--- config.mk ---
export PLATFORM = sky130hd
export DESIGN_NAME = mem_stage
export DESIGN_NICKNAME = d
export VERILOG_FILES = /design/src/rtl/core_pkg.sv /design/src/rtl/mem_stage_load_formatter.sv /design/src/rtl/mem_stage.sv
export SDC_FILE = /design/constraint.sdc
export NUM_CORES = 1
export LEC_CHECK = 0
export ABC_AREA = 1
export CAP_MARGIN = 20
export CORE_MARGIN = 2
export CORE_UTILIZATION = 47
export DETAILED_ROUTE_END_ITERATION = 16
export PLACE_DENSITY_LB_ADDON = 0.05
export SYNTH_ARGS = -nofsm -noshare
export SYNTH_HDL_FRONTEND = slang
export SYNTH_SLANG_ARGS = --single-unit
--- constraint.sdc ---
create_clock -name clk -period 2 [get_ports clk]
set_input_delay 0.4 -clock clk [delete_from_list [all_inputs] [get_ports clk]]
set_output_delay 0.4 -clock clk [all_outputs]
set_load 0.05 [all_outputs]
--- src/rtl/core_pkg.sv ---
// Shared core types: pipeline bus, memory-op encoding and memory-stage FSM
// states, plus small helpers that classify memory operations.
package core;

  typedef enum logic [3:0] {
    MEM_NOP,
    LB,
    LH,
    LW,
    LBU,
    LHU,
    SB,
    SH,
    SW
  } mem_op_e;

  typedef enum logic [1:0] {
    IDLE,
    REQ,
    WAIT_RESP
  } mem_state_e;

  typedef struct packed {
    logic [31:0] rd_res;
    logic [31:0] rs1_data;
    logic [31:0] rs2_data;
    logic [31:0] imm;
    mem_op_e     mem_op;
    logic [4:0]  rd;
    logic        rf_wr_en;
  } pipeline_bus_t;

  function automatic logic is_mem(input mem_op_e op);
    return op != MEM_NOP;
  endfunction

  function automatic logic is_store(input mem_op_e op);
    return (op == SB) || (op == SH) || (op == SW);
  endfunction

  function automatic logic is_misaligned(input mem_op_e op, input logic [1:0] ea_lo);
    logic mis;
    case (op)
      LH, LHU, SH: mis = ea_lo[0];
      LW, SW:      mis = (ea_lo != 2'b00);
      default:     mis = 1'b0;
    endcase
    return mis;
  endfunction

  // Loads drive the same lane pattern as the matching store width.
  function automatic logic [3:0] access_be(input mem_op_e op, input logic [1:0] ea_lo);
    logic [3:0] be;
    case (op)
      LB, LBU, SB: be = 4'b0001 << ea_lo;
      LH, LHU, SH: be = 4'b0011 << ea_lo;
      default:     be = 4'b1111;
    endcase
    return be;
  endfunction

  function automatic logic [31:0] store_wdata(input mem_op_e op, input logic [31:0] rs2);
    logic [31:0] wd;
    case (op)
      SB:      wd = {4{rs2[7:0]}};
      SH:      wd = {2{rs2[15:0]}};
      default: wd = rs2;
    endcase
    return wd;
  endfunction

endpackage

--- src/rtl/mem_stage_load_formatter.sv ---
// Extracts the addressed byte/half from a loaded word and sign- or
// zero-extends it to 32 bits.
module load_formatter
  import core::*;
(
  input  logic [31:0] rdata_i,
  input  logic [1:0]  ea_lo_i,
  input  mem_op_e     mem_op_i,
  output logic [31:0] data_o
);

  logic [31:0] shifted;

  always_comb begin
    // Bring the addressed lane down to bit 0; word loads are aligned so
    // their shift amount is always zero.
    shifted = rdata_i >> {ea_lo_i, 3'b000};
    case (mem_op_i)
      LB:      data_o = {{24{shifted[7]}}, shifted[7:0]};
      LBU:     data_o = {24'h0, shifted[7:0]};
      LH:      data_o = {{16{shifted[15]}}, shifted[15:0]};
      LHU:     data_o = {16'h0, shifted[15:0]};
      default: data_o = shifted;
    endcase
  end

endmodule

--- src/rtl/mem_stage.sv ---
// Memory-access stage: computes the effective address, runs a
// single-outstanding req/gnt/rvalid data-memory port and registers the bus.
module mem_stage
  import core::*;
(
  input  logic          clk,
  input  logic          rst,
  input  pipeline_bus_t mem_bus_i,
  input  logic          valid_i,
  output logic          stall_o,
  output logic          dmem_req_o,
  output logic          dmem_we_o,
  output logic [31:0]   dmem_addr_o,
  output logic [3:0]    dmem_be_o,
  output logic [31:0]   dmem_wdata_o,
  input  logic          dmem_gnt_i,
  input  logic          dmem_rvalid_i,
  input  logic [31:0]   dmem_rdata_i,
  output pipeline_bus_t mem_bus_o,
  output logic          valid_o,
  output logic          misaligned_o
);

  mem_state_e    state_q, state_d;
  pipeline_bus_t bus_q, bus_d;
  pipeline_bus_t out_bus_q, out_bus_d;
  logic [31:0]   addr_q, addr_d;
  logic [31:0]   wdata_q, wdata_d;
  logic [3:0]    be_q, be_d;
  logic [1:0]    ea_lo_q, ea_lo_d;
  logic          we_q, we_d;
  logic          valid_q, valid_d;
  logic          mis_q, mis_d;

  logic [31:0]   ea;
  logic [31:0]   load_data;

  assign ea = mem_bus_i.rs1_data + mem_bus_i.imm;

  load_formatter u_load_formatter (
    .rdata_i  (dmem_rdata_i),
    .ea_lo_i  (ea_lo_q),
    .mem_op_i (bus_q.mem_op),
    .data_o   (load_data)
  );

  always_comb begin
    // NOTE: every _d starts from its _q (or a pulse default) so no path
    // through the case leaves a signal unassigned and infers a latch.
    state_d   = state_q;
    bus_d     = bus_q;
    out_bus_d = out_bus_q;
    addr_d    = addr_q;
    wdata_d   = wdata_q;
    be_d      = be_q;
    ea_lo_d   = ea_lo_q;
    we_d      = we_q;
    valid_d   = 1'b0;
    mis_d     = 1'b0;

    case (state_q)
      IDLE: begin
        if (valid_i) begin
          if (!is_mem(mem_bus_i.mem_op)) begin
            out_bus_d = mem_bus_i;
            valid_d   = 1'b1;
          end else if (is_misaligned(mem_bus_i.mem_op, ea[1:0])) begin
            out_bus_d          = mem_bus_i;
            out_bus_d.rf_wr_en = 1'b0;
            valid_d            = 1'b1;
            mis_d              = 1'b1;
          end else begin
            bus_d   = mem_bus_i;
            addr_d  = {ea[31:2], 2'b00};
            ea_lo_d = ea[1:0];
            be_d    = access_be(mem_bus_i.mem_op, ea[1:0]);
            wdata_d = store_wdata(mem_bus_i.mem_op, mem_bus_i.rs2_data);
            we_d    = is_store(mem_bus_i.mem_op);
            state_d = REQ;
          end
        end
      end
      REQ: begin
        if (dmem_gnt_i) begin
          if (we_q) begin
            out_bus_d          = bus_q;
            out_bus_d.rf_wr_en = 1'b0;
            valid_d            = 1'b1;
            state_d            = IDLE;
          end else begin
            state_d = WAIT_RESP;
          end
        end
      end
      WAIT_RESP: begin
        if (dmem_rvalid_i) begin
          out_bus_d        = bus_q;
          out_bus_d.rd_res = load_data;
          valid_d          = 1'b1;
          state_d          = IDLE;
        end
      end
      default: state_d = IDLE;
    endcase
  end

  // NOTE: state uses non-blocking assignments so every flop samples the
  // same pre-edge values regardless of statement order.
  always_ff @(posedge clk) begin
    if (rst) begin
      state_q   <= IDLE;
      bus_q     <= '0;
      out_bus_q <= '0;
      addr_q    <= '0;
      wdata_q   <= '0;
      be_q      <= '0;
      ea_lo_q   <= '0;
      we_q      <= 1'b0;
      valid_q   <= 1'b0;
      mis_q     <= 1'b0;
    end else begin
      state_q   <= state_d;
      bus_q     <= bus_d;
      out_bus_q <= out_bus_d;
      addr_q    <= addr_d;
      wdata_q   <= wdata_d;
      be_q      <= be_d;
      ea_lo_q   <= ea_lo_d;
      we_q      <= we_d;
      valid_q   <= valid_d;
      mis_q     <= mis_d;
    end
  end

  assign stall_o      = (state_q != IDLE);
  assign dmem_req_o   = (state_q == REQ);
  assign dmem_we_o    = we_q;
  assign dmem_addr_o  = addr_q;
  assign dmem_be_o    = be_q;
  assign dmem_wdata_o = wdata_q;
  assign mem_bus_o    = out_bus_q;
  assign valid_o      = valid_q;
  assign misaligned_o = mis_q;

endmodule

==> flow_metrics.env <==
export IMPL_path_buf_inv=6
export IMPL_multiInputGateArea_mm2=0.00972
export IMPL_htreeDepth=2
export IMPL_gp_congestion=0.920
export IMPL_cp_required_ps=2490
export IMPL_post_route_util_pct=69.3
export IMPL_first_pass_iters=6
export IMPL_grt_pass1_vias=18586
export IMPL_cts_root_buf="clkbuf_16"
export IMPL_die_area_mm2=0.0397
export IMPL_drc=0
export IMPL_hold_class="in2reg"
export IMPL_p_leak_nw=12.5
export IMPL_async_flop_share_pct=0
export IMPL_register_area_mm2=0.00683
export IMPL_cp_slowest_cell="fa_2"
export IMPL_syn_area_mm2=0.0179
export IMPL_synth_cell_type_count=46
export IMPL_dp_hpwl_um=44000
export IMPL_initial_utilization_pct=47.6
export IMPL_wl_per_cell_um=16.7
export IMPL_nets=3544
export IMPL_critPathCaptureType="flip-flop"
export IMPL_die_x_um=199
export IMPL_maxCapViolations=0
export IMPL_hold_viol=0
export IMPL_ir_drop_mv=1.01
export IMPL_tightest_slew_ps=572
export IMPL_io_buffers=383
export IMPL_die_h_um=199
export IMPL_finalNonFillerCells=3876
export IMPL_fmax_mhz=498
export IMPL_initialDrtViolationCount=1420
export IMPL_grt_pass1_wl_um=97700
export IMPL_routed_wl_um=64800
export IMPL_grt_max_degree=75
export IMPL_ant_nets=0
export IMPL_final_setup_viol_count=1
export IMPL_synth_edf_count=0
export IMPL_preCtsSetupSlack_ps=-914
export IMPL_path_clk_slew_ps=60
export IMPL_netlist_instances=2810
export IMPL_clock_latency_ps=570
export IMPL_path_cells="buf_4 > ha_4 > inv_2 > fa_2 > nand2_4 > nand2_4 > buf_6 > nand3_4 > nor2_8 > buf_12 > clkbuf_16 > clkbuf_16 > o21ai_0 > nor2_1"
export IMPL_rsz0062_at_grt="yes"
export IMPL_routed_via_density=5.17
export IMPL_fin_crit_sh_pct=100
export IMPL_whs_ps=213
export IMPL_grt_overflow_total=0
export IMPL_n_fill_cell=3353
export IMPL_arrival_ps=2500
export IMPL_grt_use_total_pct=30.8
export IMPL_io_pins=386
export IMPL_syn_to_final_growth_pct=45.4
export IMPL_violations="setup timing"
export IMPL_synth_main_ff_cell="dfxtp_1"
export IMPL_ctsHoldBuffers=0
export IMPL_ys_ff_latch=341
export IMPL_drive_gt1_share_pct=15.6
export IMPL_finalWorstSetupSlack_ps=-9.61
export IMPL_num_rows=71
export IMPL_path_class="in2reg"
export IMPL_crit_path_max_fanout=5
export IMPL_cts_sinks=341
export IMPL_vias=20024
export IMPL_antenna_found_initial=4
export IMPL_yosysWarnings=0
export IMPL_cts_tree="built"
export IMPL_power_density_mw_per_mm2=1600
export IMPL_critPathMaxStageDelay_ps=550
export IMPL_dp_cells=3754
export IMPL_synth_seq_area_share_pct=38.1
export IMPL_outcome="finished, violations left"
export IMPL_fin_crit_ps=2010
export IMPL_cp_start_kind="primary input"
export IMPL_core_area_mm2=0.0376
export IMPL_final_setup_tns_ps=-9.61
export IMPL_clock_path_buffers=3
export IMPL_cp_top_family="buffers and inverters"
export IMPL_cts_inserted_buffers=39
export IMPL_clock_skew_ps=18.4
export IMPL_maxSlewHeadroom_pct=62.0
export IMPL_synth_avg_cell_area_um2=6.37
export IMPL_drv_slew=0
-- stage by stage --
step	total power (W)	instance area [µm²]
after global routing	0.0440	26000
after global placement	0.0312	23500
after detailed placement	0.0316	23500
after floorplan	0.0245	18000
final	0.0416	26000
after CTS	0.0401	25200
-- routing by layer --
layer	track usage [%]	vias to the layer above	wire length, µm
li1	-	9992	-
met1	41.0	9178	27800
met2	50.5	745	30100
met3	6.68	107	5300
met4	8.13	2	1570
met5	0	-	15
-- tightest hold or removal path: cells and delay by family --
family,cells,cell delay (ps)
buffers and inverters,2,220
and+or+nand+nor,2,130
-- where the power goes --
part	total [W]	switching, W	internal (W)	leakage (nW)
sequential	0.00978	0.00102	0.00876	2.81
clock	0.00714	0.00294	0.00420	0.627
combinational	0.0247	0.0159	0.00882	9.10
-- synthesized netlist by cell type (4+ instances only) --
master / count / area share [%]
a21oi_1: 222 / 6.2
a31oi_1: 4 / 0.14
and2_1: 5 / 0.17
buf_1: 10 / 0.21
buf_2: 40 / 1.1
buf_4: 27 / 1.1
buf_6: 12 / 0.75
clkbuf_1: 92 / 1.9
clkinv_1: 4 / 0.084
dfxtp_1: 341 / 38
ha_1: 35 / 2.4
inv_1: 222 / 4.7
inv_2: 5 / 0.10
nand2_1: 715 / 15
nand3_1: 98 / 2.7
nand4_1: 5 / 0.17
nor2_1: 500 / 10
nor3_1: 47 / 1.3
o21ai_0: 308 / 8.6
o21ai_1: 40 / 1.1
o22ai_1: 5 / 0.17
or2_2: 31 / 1.1
xnor2_1: 11 / 0.54
-- final cells by class --
type / count / area share (%)
Timing Repair Buffer: 664 / 25.5
Multi-Input combinational cell: 2055 / 37.4
Tap cell: 511 / 2.46
Clock buffer: 60 / 4.52
Sequential cell: 341 / 26.2
Inverter: 232 / 3.46
Antenna cell: 4 / 0.0385
Clock inverter: 9 / 0.356
-- state kept, by name (all words and copies together) (netlist names) --
signal,flops
dmem_we_o,1
dmem_wdata_o,24
dmem_be_o,4
ea_lo_q,2
misaligned_o,1
valid_o,1
state_q,2
dmem_addr_o,30
bus_q,138
mem_bus_o,138
-- final timing paths --
kind / from / endpoint / slack (ps) / cells after the start
worst min-delay path: mem_bus_i[74] / bus_q[74]$_SDFFE_PP0P_ / 210 / 4
worst min register to register: bus_q[26]$_SDFFE_PP0P_ / bus_q[26]$_SDFFE_PP0P_ / 450 / 2
worst max-delay path: mem_bus_i[10] / bus_q[79]$_SDFFE_PP0P_ / -10 / 14
worst max register to register: state_q[0]$_SDFFE_PP0P_ / mem_bus_o[87]$_SDFFE_PP0P_ / 90 / 12
-- kinds of logic (layout without fill, tap and decap cells) --
| family | count (synthesis) | in the layout | synth area share [%] |
|---|---|---|---|
| buffers and inverters | 415 | 965 | 10.2 |
| DFF | 341 | 341 | 38.1 |
| adders and majority gates | 36 | 36 | 2.56 |
| AOI/OAI and AO/OA | 588 | 588 | 16.7 |
| and+or+nand+nor | 1416 | 1416 | 31.8 |
| xor gates and xnor gates | 13 | 13 | 0.636 |
| other | 1 | 6 | 0.0210 |
-- what timing repair did --
action / CTS / global route
resized for setup: 266 / 125
setup endpoints to repair: 503 / 336
buffers inserted: 19 / 9
cloned: 11 / 15
pin swaps: 11 / 24
-- placed cells by master (no fill, tap or decap), types with 4 or more instances in the layout --
master           instances
nand2_1                707
nor2_1                 484
dfxtp_1                339
buf_4                  249
o21ai_0                240
inv_1                  217
a21oi_1                216
dlygate4sd2_1          163
clkdlybuf4s50_1        157
nand3_1                 97
o21ai_1                 86
clkbuf_16               56
nor3_1                  45
buf_12                  32
or2_2                   31
o21ai_2                 22
ha_4                    17
buf_6                   17
ha_1                    15
nor2_2                  14
buf_16                  13
dlymetal6s2s_1          12
xnor2_1                 11
clkbuf_1                11
nand2_2                  8
clkbuf_8                 8
inv_2                    6
nor2_4                   5
o22ai_1                  5
and2_1                   5
nand4_1                  5
clkinv_2                 5
diode_2                  4
nand2_4                  4
a31oi_1                  4
a21oi_2                  4
Note: power is estimated with default switching activity, not from simulation.
